[config.mk]
export PLATFORM = sky130hd
export DESIGN_NAME = mem_cycle_sequencer
export DESIGN_NICKNAME = d
export VERILOG_FILES = /design/src/rtl/mem_cycle_sequencer.sv
export SDC_FILE = /design/constraint.sdc
export NUM_CORES = 1
export LEC_CHECK = 0
export BUFFER_PORTS_ARGS = -buffer_cell sky130_fd_sc_hd__buf_2
export CAP_MARGIN = 10
export CORE_MARGIN = 5
export CORE_UTILIZATION = 54
export DETAILED_ROUTE_END_ITERATION = 8
export GPL_TIMING_DRIVEN = 0
export PLACE_DENSITY = 0.82
export SLEW_MARGIN = 25
export SYNTH_ARGS = -nofsm -noshare
export SYNTH_HDL_FRONTEND = slang
export SYNTH_SLANG_ARGS = --single-unit
export TNS_END_PERCENT = 30
[constraint.sdc]
create_clock -name CLOCK -period 3.3 [get_ports CLOCK]
set_input_delay 0.165 -clock CLOCK [delete_from_list [all_inputs] [get_ports CLOCK]]
set_output_delay 0.165 -clock CLOCK [all_outputs]
set_load 0.02 [all_outputs]
[src/rtl/mem_cycle_sequencer.sv]
// Memory-cycle sequencer: latches an address and steps one MCT of NT timepulses,
// driving registered one-hot selects, read/write pulses and the sense strobe.
module mem_cycle_sequencer #(
  parameter int XW       = 3,
  parameter int YW       = 2,
  parameter int NT       = 12,
  parameter int RD_S     = 2,
  parameter int RD_E     = 4,
  parameter int STB_TP   = 4,
  parameter int WR_S     = 7,
  parameter int WR_E     = 10,
  parameter int ERAS_TOP = 8
) (
  input  logic             CLOCK,
  input  logic             rst,
  input  logic             start,
  input  logic [XW+YW-1:0] addr,
  input  logic             sby,
  input  logic             wrinh,
  output logic             busy,
  output logic [3:0]       tp,
  output logic [2**XW-1:0] xsel,
  output logic [2**YW-1:0] ysel,
  output logic             eras,
  output logic             rex,
  output logic             stb,
  output logic             wex,
  output logic             done
);

  localparam int AW = XW + YW;
  localparam logic [3:0] TN  = 4'(NT);
  localparam logic [3:0] TRS = 4'(RD_S);
  localparam logic [3:0] TRE = 4'(RD_E);
  localparam logic [3:0] TST = 4'(STB_TP);
  localparam logic [3:0] TWS = 4'(WR_S);
  localparam logic [3:0] TWE = 4'(WR_E);

  if (!(RD_S <= RD_E && RD_E < WR_S && WR_S <= WR_E &&
        WR_E < NT && STB_TP >= 1 && STB_TP < NT &&
        NT >= 4 && NT <= 15)) begin : g_bad_params
    $error("mem_cycle_sequencer: illegal timing parameters");
  end

  typedef enum logic {IDLE, RUN} state_t;

  state_t           state, state_n;
  logic [3:0]       tp_n;
  logic [AW-1:0]    a_q, a_n;
  logic             wi_q, wi_n, eras_n;
  logic             acc, run_n, act_n;
  logic [2**XW-1:0] xsel_n;
  logic [2**YW-1:0] ysel_n;
  logic             rex_n, stb_n, wex_n, done_n;

  always_comb begin
    acc     = start && !sby && (state == IDLE || tp == TN);
    state_n = state;
    tp_n    = tp;
    a_n     = a_q;
    wi_n    = wi_q;
    eras_n  = eras;
    if (acc) begin
      state_n = RUN;
      tp_n    = 4'd1;
      a_n     = addr;
      wi_n    = wrinh;
      eras_n  = 32'(addr) < ERAS_TOP;
    end else if (state == RUN) begin
      if (tp == TN) begin
        state_n = IDLE;
        tp_n    = 4'd0;
      end else begin
        tp_n = tp + 4'd1;
      end
    end
    // outputs are decoded from the timepulse they will sit alongside
    run_n  = state_n == RUN;
    act_n  = run_n && tp_n != TN;
    xsel_n = '0;
    ysel_n = '0;
    if (act_n) begin
      xsel_n[a_n[XW-1:0]]  = 1'b1;
      ysel_n[a_n[AW-1:XW]] = 1'b1;
    end
    rex_n  = run_n && tp_n >= TRS && tp_n <= TRE;
    stb_n  = run_n && tp_n == TST;
    wex_n  = run_n && tp_n >= TWS && tp_n <= TWE &&
             eras_n && !wi_n;
    done_n = run_n && tp_n == TN;
  end

  always_ff @(posedge CLOCK) begin
    if (rst) begin
      state <= IDLE;
      tp    <= '0;
      a_q   <= '0;
      wi_q  <= 1'b0;
      eras  <= 1'b0;
      busy  <= 1'b0;
      xsel  <= '0;
      ysel  <= '0;
      rex   <= 1'b0;
      stb   <= 1'b0;
      wex   <= 1'b0;
      done  <= 1'b0;
    end else begin
      state <= state_n;
      tp    <= tp_n;
      a_q   <= a_n;
      wi_q  <= wi_n;
      eras  <= eras_n;
      busy  <= run_n;
      xsel  <= xsel_n;
      ysel  <= ysel_n;
      rex   <= rex_n;
      stb   <= stb_n;
      wex   <= wex_n;
      done  <= done_n;
    end
  end

endmodule

==> impl_metrics.ini, run 1 <==
[global_routing]
grt_max_degree = 17
number_of_global_route_vias_before_repair = 1009
grt_antenna_before_repair = 0
grt_first_pass_wirelength_microns = 4330
gr-total-overflow = 0
globalRouteMet2Util = 0.282
groute.usage.overall = 0.168
groute.layer.met1.usage = 0.196
grt.met3_usage = 0.0367
grt-busiest-layer = met2

[critical_path]
timing.critical_path.to_type = flop
critical_path_required_ps = 3530
setup.reg_to_reg.worst_slack_ps = 1060
crit_arrival_ps = 2470
worstReg2RegEnd = stb
timing.rr.start = tp[0]
crit_path_start_kind = flop
critical_path_peak_fanout = 9
reg2regPathDepth = 8
setup.worst_path.class = flop to flop

[routing]
avg_wl_per_cell_microns = 14.5
vias = 1028
avgViaCountPerCell = 5.59
firstDrtPassIters = 5
route.antenna.remaining_nets = 0
drc = 0
detail_route.iter0.violations = 22
routed_wl_microns = 2670

[logic_synthesis]
number_of_synthesized_flops_with_an_enable_pin = 0
post-synth-top-area-fraction = 0.479
synth_top_cell_by_area = sky130_fd_sc_hd__dfxtp_1
yosys-top-cells-count = sky130_fd_sc_hd__dfxtp_1, sky130_fd_sc_hd__nand2_1, sky130_fd_sc_hd__nor2_1
synthDistinctLibCells = 34
share_of_flip_flops_with_an_asynchronous_set_or_reset_after_synthesis = 0
yosysSeqAreaShare = 0.479
synth_fp_nets = 134
postSynthAreaPerCell_sq_um = 9.60
synth_most_common_cell = sky130_fd_sc_hd__dfxtp_1
ys_dominant_reg_cell = sky130_fd_sc_hd__dfxtp_1
synth-warning-count = 0
synthesized_netlist_cell_count = 122
synth_top_area_cells = sky130_fd_sc_hd__dfxtp_1, sky130_fd_sc_hd__nand2_1, sky130_fd_sc_hd__nor2_1, sky130_fd_sc_hd__a21oi_1, sky130_fd_sc_hd__nor3b_1
syn-cell-area_sq_mm = 0.00117
ys_ff_latch = 28

[final_layout]
antenna_cells = 0
drive_above_1_share = 0.299
final_area_sq_mm = 0.00141
areaGrowthSynthToFinish_pct = 20.6
instances_no_fill = 184
nets = 170

[clock_tree]
cts.htree.levels = 1
cts_inserted_buffers = 3
cts_hold_repair.buffers = 0
postCtsResizedCells = 0
cts_setup_buffers = 0
cts_tree = yes
cts_sinks = 28
cts-root-to-sink-buffers = 2
insertion_delay_ps = 340
clockRootBuffer = sky130_fd_sc_hd__clkbuf_4
cts.reportedPaths.clkPinSlew_ps = 140

[floorplan]
vertical_extent_of_the_die_microns = 56.6
io_pins = 32
chipWidth_microns = 56.6
fp.coreArea_sq_mm = 0.00202
placement_rows = 16
design.die.area_sq_mm = 0.00320
initial_core_util = 0.579

[flow_run]
max-cap-violations = 0

[hold_path]
hold_end = wi_q
min_path_type = input port to flop
worst_hold_path_startpoint = wrinh
min_path_cells = 3

[timing]
fin_worst_hold_slack_ps = 71.9
max-slew-margin-rel = 0.714
final-max-slew-violation-count = 0
timing.final.hold_violations = 0
achievable-frequency_mhz = 447
final.min_clock_period_ps = 2240
actual_slew_at_the_worst_max_slew_pin_ps = 429
setup_violations = 0
fin_setup_tns_ps = 0
period_share = 0.678
unrepaired_setup_endpoints_after_global_routing = no
timing.clock.skew_ps = 9.02

[placement]
dpl-instance-area_sq_mm = 0.00136
io_buffers = 31
routability_congestion_estimate_from_global_placement = 0.871
detailedPlacementHpwl_microns = 1970
placed_cells = 180

[power]
power.leakage_uw = 0.000612
worst_ir_drop_vdd_v = 0.000252
power.total_uw = 670
power.density_cell_area_mw_per_mm2 = 474

[status]
result_of_the_run = completed
==> cell usage in the layout (no fill, tap or decap), types with 2 or more instances in the layout <==
cell | netlist | layout
sky130_fd_sc_hd__dfxtp_1 | 28 | 28
sky130_fd_sc_hd__nand2b_1 | 2 | 2
sky130_fd_sc_hd__ha_1 | 2 | 2
sky130_fd_sc_hd__nand2_1 | 13 | 13
sky130_fd_sc_hd__nand3b_4 | 2 | 2
sky130_fd_sc_hd__clkbuf_4 | 0 | 3
sky130_fd_sc_hd__a21oi_2 | 2 | 2
sky130_fd_sc_hd__o21ai_0 | 2 | 2
sky130_fd_sc_hd__a31oi_1 | 4 | 4
sky130_fd_sc_hd__nor4_1 | 2 | 2
sky130_fd_sc_hd__nand4_1 | 2 | 2
sky130_fd_sc_hd__inv_1 | 4 | 4
sky130_fd_sc_hd__mux2i_1 | 4 | 4
sky130_fd_sc_hd__clkbuf_1 | 4 | 4
sky130_fd_sc_hd__a21oi_1 | 9 | 9
sky130_fd_sc_hd__and3_1 | 2 | 2
sky130_fd_sc_hd__buf_2 | 0 | 31
sky130_fd_sc_hd__nor2_1 | 13 | 13
sky130_fd_sc_hd__nor3_1 | 4 | 4
sky130_fd_sc_hd__xor2_1 | 2 | 2
sky130_fd_sc_hd__nor3b_1 | 6 | 6
==> final cells by class <==
cell class | instances | area, sq um
Fill cell | 163 | 609
Buffer | 5 | 26.3
Timing Repair Buffer | 31 | 155
Tap cell | 27 | 33.8
Clock inverter | 1 | 30.0
Inverter | 4 | 15.0
Multi-Input combinational cell | 85 | 569
Clock buffer | 3 | 22.5
Sequential cell | 28 | 561
==> sequential cells by signal, summed over array words and instances, names as in the netlist, 4 cells and up <==
name and flops:
a_q 5, ysel 4, xsel 8, tp 4
==> how the worst max path moves through the flow <==
stage | slack [ps] | from | endpoint | depth (start not counted)
2_1_floorplan | 1180 | tp[0] | xsel[1] | 7
3_3_place_gp | 1230 | tp[0] | xsel[7] | 7
3_5_place_dp | 1150 | tp[0] | xsel[5] | 7
4_1_cts | 1110 | tp[0] | xsel[5] | 7
5_1_grt | 980 | tp[0] | xsel[5] | 8
6_report | 1060 | tp[0] | stb | 8
==> routing by layer <==
layer	up-vias	wire (microns)
met3	9	219
met1	469	1120
met2	50	1250
met4	0	82
li1	500	-
met5	-	0
==> critical path: stages (launching register included) <==
cell,delay [ps]
sky130_fd_sc_hd__dfxtp_1,470
sky130_fd_sc_hd__inv_1,100
sky130_fd_sc_hd__ha_1,260
sky130_fd_sc_hd__nand3_1,210
sky130_fd_sc_hd__nand2_1,200
sky130_fd_sc_hd__nand2b_1,120
sky130_fd_sc_hd__clkbuf_1,330
sky130_fd_sc_hd__nand2_1,100
sky130_fd_sc_hd__nor4b_1,360
==> power by group <==
| part | internal (uW) | total, uW | switching, uW |
|---|---|---|---|
| sequential | 348 | 357 | 8.39 |
| clock | 123 | 225 | 102 |
| combinational | 34.0 | 88.6 | 54.6 |
| total | 505 | 670 | 165 |
==> metrics by stage <==
stage / setup slack (ps) / utilization
4_1_cts: 1110 / 0.699
5_1_grt: 977 / 0.699
3_3_place_gp: 1230 / 0.673
3_5_place_dp: 1150 / 0.673
6_report: 1060 / 0.699
2_1_floorplan: 1180 / -
==> cell families after synthesis <==
| group | count (synthesis) | share of synthesized area |
|---|---|---|
| simple gates | 55 | 0.286 |
| flops | 28 | 0.479 |
| compound gates | 21 | 0.120 |
| buf+inv | 9 | 0.0352 |
| mux | 5 | 0.0438 |
| xor+xnor | 2 | 0.0150 |
| fa+ha+maj | 2 | 0.0214 |
No activity file was read; power rests on OpenSTA's default activity.
==> run 2, diff against run 1 <==
--- a/config.mk
+++ b/config.mk
@@ -5,13 +5,14 @@
 export SDC_FILE = /design/constraint.sdc
 export NUM_CORES = 1
 export LEC_CHECK = 0
+export ABC_AREA = 1
 export BUFFER_PORTS_ARGS = -buffer_cell sky130_fd_sc_hd__buf_2
 export CAP_MARGIN = 10
 export CORE_MARGIN = 5
-export CORE_UTILIZATION = 54
+export CORE_UTILIZATION = 44
 export DETAILED_ROUTE_END_ITERATION = 8
 export GPL_TIMING_DRIVEN = 0
-export PLACE_DENSITY = 0.82
+export PLACE_DENSITY = 0.72
 export SLEW_MARGIN = 25
 export SYNTH_ARGS = -nofsm -noshare
 export SYNTH_HDL_FRONTEND = slang
==> constraint.sdc (replaced) <==
create_clock -name CLOCK -period 2 [get_ports CLOCK]
set_input_delay 0.1 -clock CLOCK [delete_from_list [all_inputs] [get_ports CLOCK]]
set_output_delay 0.1 -clock CLOCK [all_outputs]
set_load 0.02 [all_outputs]
==> run 2 against run 1 <==
Compared with the run above:
- sequential share of layout area increased by 1.5 points
- count of clock-buffer cells in the layout unchanged
- die area increased by 13%
- register-to-register slack got worse by 880 ps
- area after synthesis decreased by 5.6%
- sequential power increased by 65%
- largest cell class is now flip-flops and latches
- largest power group unchanged
==> impl_metrics.ini, run 2 <==
[final_layout]
largest-register = xsel
areaGrowthSynthToFinish_pct = 23.2
final_area_sq_mm = 0.00136
num-fill-cells = 231
instances_no_fill = 218
final_cell_mix = sky130_fd_sc_hd__nor2_1, sky130_fd_sc_hd__nand2_1, sky130_fd_sc_hd__buf_2
mostFrequentLayoutCell = sky130_fd_sc_hd__nor2_1
drive_above_1_share = 0.261
layout_top_registers = xsel x8, a_q x5
largest_register_ff_count = 8
antenna_cells = 0
nets = 202

[floorplan]
vertical_extent_of_the_die_microns = 60.1
initial_core_util = 0.455
design.die.area_sq_mm = 0.00362
chipWidth_microns = 60.1
fp.coreArea_sq_mm = 0.00243
placement_rows = 18
io_pins = 32

[logic_synthesis]
syn-cell-area_sq_mm = 0.00111
ys_dominant_reg_cell = sky130_fd_sc_hd__dfxtp_1
number_of_synthesized_flops_with_an_enable_pin = 0
synth_most_common_cell = sky130_fd_sc_hd__nor2_1
ys_ff_latch = 28
yosysSeqAreaShare = 0.507
synth-warning-count = 0
share_of_flip_flops_with_an_asynchronous_set_or_reset_after_synthesis = 0
synthDistinctLibCells = 17
synth_fp_nets = 161
synth_top_area_cells = sky130_fd_sc_hd__dfxtp_1, sky130_fd_sc_hd__nor2_1, sky130_fd_sc_hd__nand2_1, sky130_fd_sc_hd__inv_1, sky130_fd_sc_hd__nand3_1
post-synth-top-area-fraction = 0.507
synthesized_netlist_cell_count = 149
synth_top_cell_by_area = sky130_fd_sc_hd__dfxtp_1
postSynthAreaPerCell_sq_um = 7.42
yosys-top-cells-count = sky130_fd_sc_hd__nor2_1, sky130_fd_sc_hd__nand2_1, sky130_fd_sc_hd__dfxtp_1

[flow_run]
max-cap-violations = 0

[status]
result_of_the_run = completed

[timing]
fin_setup_tns_ps = 0
unrepaired_setup_endpoints_after_global_routing = no
fin_worst_hold_slack_ps = 59.0
max-slew-margin-rel = 0.708
timing.final.hold_violations = 0
final.min_clock_period_ps = 1820
final-max-slew-violation-count = 0
post-route-worst-setup-slack_ps = 181
timing.clock.skew_ps = 3.90
period_share = 0.909
setup_violations = 0
achievable-frequency_mhz = 550
actual_slew_at_the_worst_max_slew_pin_ps = 438

[routing]
route.antenna.remaining_nets = 0
detail_route.iter0.violations = 42
drc = 0
avgViaCountPerCell = 4.46
avg_wl_per_cell_microns = 9.89
routed_wl_microns = 2160
vias = 973
firstDrtPassIters = 5

[placement]
detailedPlacementHpwl_microns = 1650
dpl-instance-area_sq_mm = 0.00130
routability_congestion_estimate_from_global_placement = 0.873
placed_cells = 210
io_buffers = 31
dp_worst_setup_slack_ps = 189

[critical_path]
worst_path_largest_cell_delay_ps = 400
critical_path_peak_fanout = 10
setup.worst_path.class = flop to flop
crit_arrival_ps = 2050
timing.rr.start = tp[1]
crit_path_start_kind = flop
critical-path-slowest-cell = sky130_fd_sc_hd__dfxtp_1
crit_path_start = tp[1]
timing.critical_path.to_type = flop
critical_path_required_ps = 2230
cp_cell_instances = inv_1 > ha_1 > nand3_1 > nand2_2 > o21ai_0 > nand2_1 > nor2_1 > nand2_1 > nand2_2 > buf_6 > nor2_1

[clock_tree]
cts.reportedPaths.clkPinSlew_ps = 140
insertion_delay_ps = 310
clockRootBuffer = sky130_fd_sc_hd__clkbuf_4
cts_inserted_buffers = 3
cts-root-to-sink-buffers = 2
cts_sinks = 28
cts.htree.levels = 1
cts_tree = yes

[global_routing]
grt_antenna_before_repair = 0
gr-total-overflow = 0
grt_first_pass_wirelength_microns = 3820
grt_max_degree = 15
groute.usage.overall = 0.136
number_of_global_route_vias_before_repair = 923

[hold_path]
worst_hold_path_startpoint = addr[2]
min_path_type = input port to flop

[power]
power.density_cell_area_mw_per_mm2 = 702
power.leakage_uw = 0.000711
worst_ir_drop_vdd_v = 0.000432
run 2: cell types whose count changed in the layout (fill, tap and decap cells not counted), sizes merged, moves of 4 or more:
cell / delta
nor2: +26
nand2: +21
inv: +17
nand3: +9
a21oi: -8
nor3b: -6
buf: +5
a31oi: -4
mux2i: -4
nor3: -4
o21ai: +4
run 2: critical path, delay by kind of cell, from the launching register on:
kind | cells | cell delay (ps)
adder cells (fa/ha/maj) | 1 | 170
flip-flops | 1 | 400
AO/OA/AOI/OAI | 1 | 170
buffers and inverters | 2 | 210
AND/OR/NAND/NOR | 7 | 770
run 2: path summary, 6_finish.rpt:
check | end | slack, ps | depth (start not counted)
setup / recovery | ysel[2] | 180 | 11
hold / removal | a_q[2] | 60 | 3
setup reg to reg | ysel[2] | 180 | 11
hold reg to reg | wi_q | 550 | 4
run 2: kinds of logic (layout without fill, tap and decap cells):
kind of cell | after synthesis | count (layout) | share of synthesized area
flip-flops | 28 | 28 | 0.507
buffers and inverters | 24 | 63 | 0.0950
AO/OA/AOI/OAI | 10 | 10 | 0.0577
adder cells (fa/ha/maj) | 2 | 2 | 0.0226
XOR/XNOR | 1 | 1 | 0.00792
AND/OR/NAND/NOR | 84 | 84 | 0.310
run 2: through the flow:
stage          utilization  power (uW)
6_report             0.560         956
5_1_grt              0.560        1010
4_1_cts              0.547         963
3_5_place_dp         0.534         748
3_3_place_gp         0.534         743
2_1_floorplan            -         705
run 2: metal layers:
layer / wire length, microns / part of all wire / track usage / vias up
met5: 0 / 0 / 0 / -
met4: 21 / 0.0097 / 0.0380 / 0
met3: 136 / 0.063 / 0.0281 / 2
met2: 1020 / 0.47 / 0.219 / 25
met1: 976 / 0.45 / 0.184 / 421
li1: - / - / - / 525
run 2: area by class of cell:
| cell class | count | area (sq um) | area share |
|---|---|---|---|
| flip-flops and latches | 28 | 562 | 0.412 |
| multi-input cells | 97 | 440 | 0.323 |
| repair buffers | 36 | 195 | 0.143 |
| inverters | 21 | 78.8 | 0.0579 |
| well taps | 30 | 37.5 | 0.0275 |
| plain buffers | 3 | 26.3 | 0.0193 |
| clock buffers | 3 | 22.5 | 0.0165 |
run 2: power breakdown:
part | internal (uW) | total [uW] | switching (uW)
combinational | 51.0 | 149 | 97.7
clock | 70.4 | 219 | 148
sequential | 579 | 588 | 9.43
run 2: timing repair:
action                                  CTS  global route
setup buffers                             0             4
hold buffers                              1             0
hold endpoints to repair                  1             0
gates resized for setup                   0             1
endpoints found under the setup margin    0            11
